==> config.mk <==
export PLATFORM = sky130hd
export DESIGN_NAME = multicycle_ctrl
export DESIGN_NICKNAME = d
export VERILOG_FILES = /design/src/rtl/multicycle_ctrl.sv
export SDC_FILE = /design/constraint.sdc
export NUM_CORES = 1
export LEC_CHECK = 0
export CAP_MARGIN = 10
export CORE_UTILIZATION = 34
export DETAILED_ROUTE_END_ITERATION = 7
export HOLD_SLACK_MARGIN = 0.03
export PLACE_DENSITY = 0.82
export SKIP_CTS_REPAIR_TIMING = 1
export SLEW_MARGIN = 20
export SYNTH_ARGS = -nofsm -noshare
export SYNTH_HDL_FRONTEND = slang
export SYNTH_SLANG_ARGS = --single-unit
==> constraint.sdc <==
create_clock -name clk -period 1.7 [get_ports clk]
set_input_delay 0.34 -clock clk [delete_from_list [all_inputs] [get_ports clk]]
set_output_delay 0.34 -clock clk [all_outputs]
set_load 0.02 [all_outputs]
==> src/rtl/multicycle_ctrl.sv <==
// Control FSM for a multicycle RV32I datapath. Sequences fetch, decode,
// execute and writeback, drives the datapath mux selects and write strobes,
// and produces the ALU operation code plus the shift-type bit for the ALU.
module multicycle_ctrl #(
    parameter int unsigned STATE_W = 4
) (
    input  logic               clk,
    input  logic               rst_n,
    input  logic [6:0]         op,
    input  logic [2:0]         funct3,
    input  logic               funct7b5,
    input  logic               zero,
    output logic               pc_write,
    output logic               adr_src,
    output logic               mem_write,
    output logic               ir_write,
    output logic [1:0]         result_src,
    output logic [1:0]         alu_src_a,
    output logic [1:0]         alu_src_b,
    output logic [1:0]         imm_src,
    output logic               reg_write,
    output logic [2:0]         alu_ctrl,
    output logic               alu_op7b5,
    output logic               illegal,
    output logic [STATE_W-1:0] state
);

    // Opcodes handled by this controller.
    localparam logic [6:0] OpLoad   = 7'b0000011;
    localparam logic [6:0] OpStore  = 7'b0100011;
    localparam logic [6:0] OpReg    = 7'b0110011;
    localparam logic [6:0] OpImm    = 7'b0010011;
    localparam logic [6:0] OpBranch = 7'b1100011;
    localparam logic [6:0] OpJal    = 7'b1101111;

    // ALU operation codes as seen by the ALU.
    localparam logic [2:0] AluAdd = 3'b000;
    localparam logic [2:0] AluSub = 3'b001;
    localparam logic [2:0] AluAnd = 3'b010;
    localparam logic [2:0] AluOr  = 3'b011;
    localparam logic [2:0] AluXor = 3'b100;
    localparam logic [2:0] AluSlt = 3'b101;
    localparam logic [2:0] AluSll = 3'b110;
    localparam logic [2:0] AluSrx = 3'b111;

    typedef enum logic [3:0] {
        StFetch    = 4'd0,
        StDecode   = 4'd1,
        StMemAdr   = 4'd2,
        StMemRead  = 4'd3,
        StMemWb    = 4'd4,
        StMemWrite = 4'd5,
        StExecuteR = 4'd6,
        StExecuteI = 4'd7,
        StAluWb    = 4'd8,
        StBranch   = 4'd9,
        StJal      = 4'd10
    } state_e;

    // Coarse ALU request from the FSM; AopFunct defers to the funct fields.
    typedef enum logic [1:0] {
        AopAdd   = 2'b00,
        AopSub   = 2'b01,
        AopFunct = 2'b10
    } aluop_e;

    state_e       r_state;
    state_e       w_state_d;
    state_e       w_out_state;
    aluop_e       w_aluop;
    logic         w_illegal_op;
    logic         w_pc_update;
    logic         w_branch;
    logic         w_ir_write;
    logic         w_mem_write;
    logic         w_reg_write;
    logic         w_adr_src;
    logic [1:0]   w_result_src;
    logic [1:0]   w_alu_src_a;
    logic [1:0]   w_alu_src_b;
    logic         w_take_branch;

    // State register with synchronous active-low reset.
    always_ff @(posedge clk) begin
        if (!rst_n) begin
            r_state <= StFetch;
        end else begin
            r_state <= w_state_d;
        end
    end

    // Opcode legality as seen from DECODE.
    always_comb begin
        w_illegal_op = 1'b0;
        case (op)
            OpLoad, OpStore, OpReg, OpImm, OpBranch, OpJal: w_illegal_op = 1'b0;
            default:                                        w_illegal_op = 1'b1;
        endcase
    end

    // Next-state logic; unreachable encodings fall back to FETCH.
    always_comb begin
        w_state_d = StFetch;
        case (r_state)
            StFetch: w_state_d = StDecode;
            StDecode: begin
                case (op)
                    OpLoad, OpStore: w_state_d = StMemAdr;
                    OpReg:           w_state_d = StExecuteR;
                    OpImm:           w_state_d = StExecuteI;
                    OpBranch:        w_state_d = StBranch;
                    OpJal:           w_state_d = StJal;
                    default:         w_state_d = StFetch;
                endcase
            end
            StMemAdr:   w_state_d = (op == OpLoad) ? StMemRead : StMemWrite;
            StMemRead:  w_state_d = StMemWb;
            StMemWb:    w_state_d = StFetch;
            StMemWrite: w_state_d = StFetch;
            StExecuteR: w_state_d = StAluWb;
            StExecuteI: w_state_d = StAluWb;
            StJal:      w_state_d = StAluWb;
            StAluWb:    w_state_d = StFetch;
            StBranch:   w_state_d = StFetch;
            default:    w_state_d = StFetch;
        endcase
    end

    // While reset is held the outputs show FETCH values even mid-instruction.
    assign w_out_state = rst_n ? r_state : StFetch;

    // Moore outputs decoded from the (reset-adjusted) current state.
    always_comb begin
        w_pc_update  = 1'b0;
        w_branch     = 1'b0;
        w_ir_write   = 1'b0;
        w_mem_write  = 1'b0;
        w_reg_write  = 1'b0;
        w_adr_src    = 1'b0;
        w_result_src = 2'b00;
        w_alu_src_a  = 2'b00;
        w_alu_src_b  = 2'b00;
        w_aluop      = AopAdd;
        case (w_out_state)
            StFetch: begin
                w_ir_write   = 1'b1;
                w_alu_src_b  = 2'b10;
                w_result_src = 2'b10;
                w_pc_update  = 1'b1;
            end
            StDecode: begin
                w_alu_src_a = 2'b01;
                w_alu_src_b = 2'b01;
            end
            StMemAdr: begin
                w_alu_src_a = 2'b10;
                w_alu_src_b = 2'b01;
            end
            StMemRead: begin
                w_adr_src = 1'b1;
            end
            StMemWb: begin
                w_result_src = 2'b01;
                w_reg_write  = 1'b1;
            end
            StMemWrite: begin
                w_adr_src   = 1'b1;
                w_mem_write = 1'b1;
            end
            StExecuteR: begin
                w_alu_src_a = 2'b10;
                w_aluop     = AopFunct;
            end
            StExecuteI: begin
                w_alu_src_a = 2'b10;
                w_alu_src_b = 2'b01;
                w_aluop     = AopFunct;
            end
            StAluWb: begin
                w_reg_write = 1'b1;
            end
            StBranch: begin
                w_alu_src_a = 2'b10;
                w_aluop     = AopSub;
                w_branch    = 1'b1;
            end
            StJal: begin
                w_alu_src_a = 2'b01;
                w_alu_src_b = 2'b10;
                w_pc_update = 1'b1;
            end
            default: begin
                w_aluop = AopAdd;
            end
        endcase
    end

    // funct3[0] selects BNE (taken on non-zero) versus BEQ (taken on zero).
    assign w_take_branch = w_branch & (zero ^ funct3[0]);

    // ALU control: direct ops from the FSM, or decode of funct3/funct7b5.
    always_comb begin
        alu_ctrl  = AluAdd;
        alu_op7b5 = 1'b0;
        case (w_aluop)
            AopAdd: alu_ctrl = AluAdd;
            AopSub: alu_ctrl = AluSub;
            AopFunct: begin
                case (funct3)
                    3'b000:  alu_ctrl = (funct7b5 & op[5]) ? AluSub : AluAdd;
                    3'b001:  alu_ctrl = AluSll;
                    3'b010:  alu_ctrl = AluSlt;
                    3'b011:  alu_ctrl = AluAdd;
                    3'b100:  alu_ctrl = AluXor;
                    3'b101: begin
                        alu_ctrl  = AluSrx;
                        alu_op7b5 = funct7b5;
                    end
                    3'b110:  alu_ctrl = AluOr;
                    3'b111:  alu_ctrl = AluAnd;
                    default: alu_ctrl = AluAdd;
                endcase
            end
            default: alu_ctrl = AluAdd;
        endcase
    end

    // Immediate format follows the opcode regardless of state.
    always_comb begin
        imm_src = 2'b00;
        case (op)
            OpStore:  imm_src = 2'b01;
            OpBranch: imm_src = 2'b10;
            OpJal:    imm_src = 2'b11;
            default:  imm_src = 2'b00;
        endcase
    end

    // Strobes are gated by rst_n so they drop in the same cycle reset asserts.
    assign pc_write   = rst_n & (w_pc_update | w_take_branch);
    assign ir_write   = rst_n & w_ir_write;
    assign mem_write  = rst_n & w_mem_write;
    assign reg_write  = rst_n & w_reg_write;
    assign illegal    = rst_n & (r_state == StDecode) & w_illegal_op;
    assign adr_src    = w_adr_src;
    assign result_src = w_result_src;
    assign alu_src_a  = w_alu_src_a;
    assign alu_src_b  = w_alu_src_b;
    assign state      = STATE_W'(r_state);

endmodule

Word-level counts from Yosys, hierarchy flattened
Cells that the tools add are included.
Widths: inputs -> output; s select.
{"block": "op_classes", "muxes": 21, "n_reduce_logical": 13, "n_bitwise": 10, "n_eq_ne": 31}
{"cell": "$pmux 4 s5", "count": 2}
{"cell": "$eq 4x3->1 const B", "count": 6}
{"cell": "$pmux 3 s8", "count": 1}
{"cell": "$eq 4x2->1 const B", "count": 4}
{"cell": "$eq 4x4->1 const B", "count": 4}
{"cell": "$pmux 2 s2", "count": 4}
{"cell": "$eq 7x6->1 const B", "count": 2}
{"cell": "$eq 7x7->1 const B", "count": 2}
{"cell": "$eq 3x3->1 const B", "count": 4}
{"cell": "$reduce_or 2->1", "count": 6}
{"cell": "$mux 1", "count": 10}
{"cell": "$and 1x1->1", "count": 8}
{"cell": "$eq 4x1->1 const B", "count": 2}
{"cell": "$logic_not 4->1", "count": 2}
{"cell": "$eq 7x2->1 const B", "count": 1}
{"cell": "$eq 7x5->1 const B", "count": 1}
{"cell": "$eq 3x2->1 const B", "count": 2}
{"cell": "$pmux 2 s3", "count": 1}
{"cell": "$pmux 3 s2", "count": 1}
{"cell": "$reduce_or 3->1", "count": 2}
{"cell": "$reduce_or 6->1", "count": 1}
{"cell": "$mux 4", "count": 1}
{"cell": "$reduce_or 4->1", "count": 1}
{"cell": "$eq 3x1->1 const B", "count": 1}
{"cell": "other kinds (6)", "count": 6}
{"block": "word_totals", "register_bits": 4}

Depth between registers and ports, before layout
{"block": "logic_depth", "ltp_word": 6, "mapped_depth": 7, "ltp_nobuf": 6}

Least setup slack after synthesis
OpenSTA, ideal clock, no wires.
{"block": "synth_timing", "path_kind": "register to output", "start": "register r_state[3], in the netlist state[3]", "end": "output port alu_ctrl[2]", "stages_incl_launch_ff": 7, "arrival_ns": 2.193, "n_path_buf": 1, "setup_slack_ns": -0.833, "cell_sequence": "dfxtp_1 -> clkbuf_1 -> and2b_2 -> and3_1 -> inv_1 -> ha_1 -> nor4bb_1"}
{"block": "synth_via", "elab_chain_cells": 6, "elab_cells_between_ends": 9, "cone_classes": "eq/ne: 5; mux: 3; reduce/logical: 1"}
{"element": "start, declared", "line": "67", "text": "state_e r_state;"}
{"element": "start signal, assigned", "line": "86", "text": "r_state <= StFetch;"}
{"element": "start signal, assigned", "line": "88", "text": "r_state <= w_state_d;"}
{"element": "$mux 4 (*)", "line": "130", "text": "assign w_out_state = rst_n ? r_state : StFetch;"}
{"element": "$eq 4x3->1", "line": "144", "text": "case (w_out_state)"}
{"element": "$reduce_or 2->1 (no source line)"}
{"element": "$pmux 2 s2 (*)", "line": "144"}
{"element": "$eq 2x2->1 or $eq 2x1->1 (tied branches)", "line": "205", "text": "case (w_aluop)"}
{"element": "$pmux 3 s2 (*)", "line": "205"}
{"element": "end, declared", "line": "22", "text": "output logic [2:0] alu_ctrl,"}
Mark *: on every way between the ends. The rest lies on a longest branch, timed or not.

Worst setup path after layout
Same ends and word-level chain as after synthesis.

==> impl_summary.md <==
Global route
The overall fraction of global-route tracks in use is 22.8%. The via count of the first global-routing pass was 891. The first global-routing pass estimated 3510 µm of wire. The overall overflow remaining after global route is 0.

Entering global routing, the biggest net connects 15 pins. The number of antenna violations at the first check in global routing is 0.

Floorplanning
The number of top-level pins is 36. The area of the die is 0.00208 mm². From bottom edge to top edge, the die measures 45.6 µm. The initial core utilization is 36.7%. Measured along the x axis, the die boundary spans 45.6 µm. The core region is 0.00176 mm². Row generation in the floorplan step produced 15 rows.

Setup path
STA classifies the critical path startpoint as a register. The startpoint identified for the worst register-to-register timing path is state[0]. The worst setup path is of the register to output port kind. Counting cells, the worst reg-to-reg path comes to 4. The internal reg-to-reg setup slack is 0.13 ns. STA classifies the critical path endpoint as an output port. Data on the critical path is required at its endpoint by 1.36 ns.

The endpoint of the worst register-to-register path is state[1]. The maximum fanout along the worst path is 10. STA puts the critical path data arrival time at 1.69 ns.

Place
The sum of net half-perimeters after detailed placement is 1820 µm. Summing all placed instances gives a cell area of 0.00130 mm². After detailed placement, the design holds a cell count of 174. During placement, the flow inserted port buffers numbering 35. Routability-driven placement finished with a final weighted congestion of 0.869.

Timing
The final critical-path share of the clock period is 120%. The final-report hold violation count is 0. At the pin with the least slew margin, the transition time is 0.306 ns.

The number of slew-limit violations in the final report is 0. The highest clock frequency the design can meet is 0.492 GHz. The final critical delay including setup and external delays is 2.03 ns.

The setup slack of the critical path after layout is -0.334 ns. Headroom to the max-slew limit came out at 79.0%. Setup repair after global routing could not meet its margin everywhere. The final count of negative-setup-slack endpoints is 13. The final setup skew is 0.00571 ns. The final-layout worst hold slack is 0.576 ns.

Yosys
The total nets after synthesis is 106. The number of flops mapped to enable cells by yosys is 0. The mapped netlist covers 647 µm². The Yosys step of the flow raised 0 warnings.

The number of distinct library cells after synthesis is 39. Dividing the synthesized area by the synthesized cell count gives 7.19 µm². Of all cell types, the one taking the most synthesized area is sky130_fd_sc_hd__dfxtp_1. In this run the biggest area consumer among cell types represents 12.4% of the synthesized area.

The most common cell in the synthesized netlist is sky130_fd_sc_hd__nand2_1. Among all flip-flop cells after synthesis, the most frequent one is sky130_fd_sc_hd__dfxtp_1. After synthesis, the share of flip-flops with an asynchronous set or reset is 0%. Summing the sequential cell areas from Yosys gives 12.4% of the chip area. In the post-synthesis netlist, the biggest area contributors are sky130_fd_sc_hd__dfxtp_1 (12%), sky130_fd_sc_hd__xnor2_1 (5.4%), sky130_fd_sc_hd__nand2_1 (5.2%). Counting instances in the post-synthesis netlist gives the leading cell types as sky130_fd_sc_hd__nand2_1 (9), sky130_fd_sc_hd__nor2_1 (8), sky130_fd_sc_hd__inv_1 (5), sky130_fd_sc_hd__nor3_1 (5). Counting flops and latches in the post-synthesis netlist gives 4. The post-synthesis cell count is 90.

Routing
Across all layers, the routed design uses 1033 vias. For this run, the detailed router's first-pass iteration total came to 4. The length of routed wiring on met1 is 1310 µm. The number of antenna-violating nets in the routed design is 0.

The first routing iteration left 21 violations. After detailed routing, the average wire length per cell comes to 18.0 µm. After detailed routing, the number of vias per cell comes to 5.44. The amount of wire on met2 after detailed routing is 1840 µm. Summed over all layers, the routed wires come to 3430 µm. The met3 wirelength from detailed routing is 163 µm. After detailed routing, the number of remaining DRC violations is 0.

Routed signal wires occupy layers up through met4.

Status
The flow ran to the end, but the final reports show violations. The final reports fail on negative setup slack.

Clocking
TritonCTS built the clock tree. CTS built an H-tree with a depth of 1. The clock reaches the later pin of the worst-skew pair after 0.24 ns. Counting every sink on the clock net gives 4. The maximum buffer depth of the clock tree is 2. The number of clock buffers added by TritonCTS is 3. The clock transition time at the flip-flop clock pins of the worst setup and hold paths is 0.04 ns. The root buffer cell chosen for the clock tree is sky130_fd_sc_hd__clkbuf_4.

Min path
The end point of the most critical hold path is state[3]. The number of cells on the worst hold path is 3. The startpoint identified for the worst hold timing path is rst_n. In this run the worst hold path is classified as primary input to register.

Power and ir drop
The share of total power in combinational logic is 52.5%. The switching fraction of total power is 34.8%. The analysis attributes to net switching a power of 0.170 mW. The total power per unit cell area is 302 mW/mm². Of the total power, registers draw 20.0%.

The analysis attributes to cell leakage a power of 0.824 nW. The clock network accounts for 27.5% of the total power. The design internal power is 0.318 mW. The worst-case IR drop observed on VDD is 311 µV.

Finish
The finished cells cover 0.00162 mm². The count of nets after finishing is 182. The register with the most flip-flops in the layout has 4 of them. From synthesis to final layout, the design area changed by 150%. The share of layout cells above drive strength 1 is 64.8%. The number of antenna diodes in the final layout is 0. Measured on the finished design, the core utilization comes to 91.6%. After filler insertion, the fill cell instance count of the layout stands at 70. The final cell count without fillers is 190.

Job
The number of max-cap violations is 0.
-- worst max path at each step --
stage	startpoint	end	slack, ns	depth (start not counted)
floorplan	state[3]	alu_ctrl[2]	-0.21	6
global placement	rst_n	alu_ctrl[2]	-0.97	7
detailed placement	rst_n	alu_ctrl[2]	-1.03	7
CTS	rst_n	alu_ctrl[2]	-1.04	7
global route	state[3]	alu_ctrl[2]	-0.41	6
finish	state[3]	alu_ctrl[2]	-0.33	6
-- metrics by stage --
stage	setup WS, ns	power, mW	setup TNS [ns]
detailed placement	-1.03	0.304	-13.14
CTS	-1.04	0.437	-13.56
finish	-0.334	0.487	-2.07
floorplan	-0.210	0.180	-0.586
global placement	-0.973	0.296	-12.09
global route	-0.408	0.514	-3.04
-- per-layer routing --
| metal | vias to the layer above | track usage (%) |
|---|---|---|
| met2 | 47 | 46.9 |
| met3 | 16 | 2.78 |
| met4 | 0 | 7.27 |
| met1 | 499 | 22.7 |
| met5 | - | 0 |
| li1 | 471 | - |
-- cell families after synthesis --
kind of cell,after synthesis,share of synthesized area (%)
adder cells (fa/ha/maj),2,3.87
multiplexers,3,4.84
flip-flops,4,12.4
AND/OR/NAND/NOR,48,44.7
XOR/XNOR,6,8.12
buffers and inverters,11,8.12
AO/OA/AOI/OAI,16,18.0
-- power groups by stage --
| stage | registers (mW) | clock network, mW | logic [mW] |
|---|---|---|---|
| after floorplan | 0.101 | 0 | 0.0790 |
| after global placement | 0.0974 | 0 | 0.199 |
| after detailed placement | 0.0974 | 0 | 0.206 |
| after CTS | 0.0959 | 0.134 | 0.207 |
| after global routing | 0.0972 | 0.150 | 0.266 |
| final | 0.0973 | 0.134 | 0.256 |
-- layout by cell type (no fill, tap or decap), types with 3 or more instances in the layout --
cell type | netlist | layout
sky130_fd_sc_hd__clkdlybuf4s50_1 | 0 | 3
sky130_fd_sc_hd__nor2_1 | 8 | 6
sky130_fd_sc_hd__nand2_1 | 9 | 7
sky130_fd_sc_hd__nor2b_4 | 0 | 3
sky130_fd_sc_hd__dfxtp_2 | 0 | 3
sky130_fd_sc_hd__xnor2_1 | 4 | 3
sky130_fd_sc_hd__inv_1 | 5 | 4
sky130_fd_sc_hd__buf_6 | 1 | 18
sky130_fd_sc_hd__a21oi_1 | 3 | 3
sky130_fd_sc_hd__dlymetal6s2s_1 | 0 | 12
sky130_fd_sc_hd__clkbuf_4 | 0 | 3
sky130_fd_sc_hd__buf_4 | 1 | 39
-- area by class of cell --
cell class | count | area, µm² | share of cell area [%]
sequential | 4 | 87.6 | 5.42
timing repair buffer | 77 | 711 | 44.0
multi-input combinational | 75 | 741 | 45.9
inverter | 5 | 18.8 | 1.16
tap | 25 | 31.3 | 1.94
clock buffer | 4 | 26.3 | 1.63
-- critical path, stage by stage, from the launching register on --
cell                       delay [ns]
sky130_fd_sc_hd__dfxtp_4         0.34
sky130_fd_sc_hd__buf_4           0.19
sky130_fd_sc_hd__nand3_2         0.12
sky130_fd_sc_hd__inv_1           0.14
sky130_fd_sc_hd__ha_4            0.22
sky130_fd_sc_hd__nor4bb_4        0.25
sky130_fd_sc_hd__buf_4           0.18
Note: power is estimated with default switching activity, not from simulation.
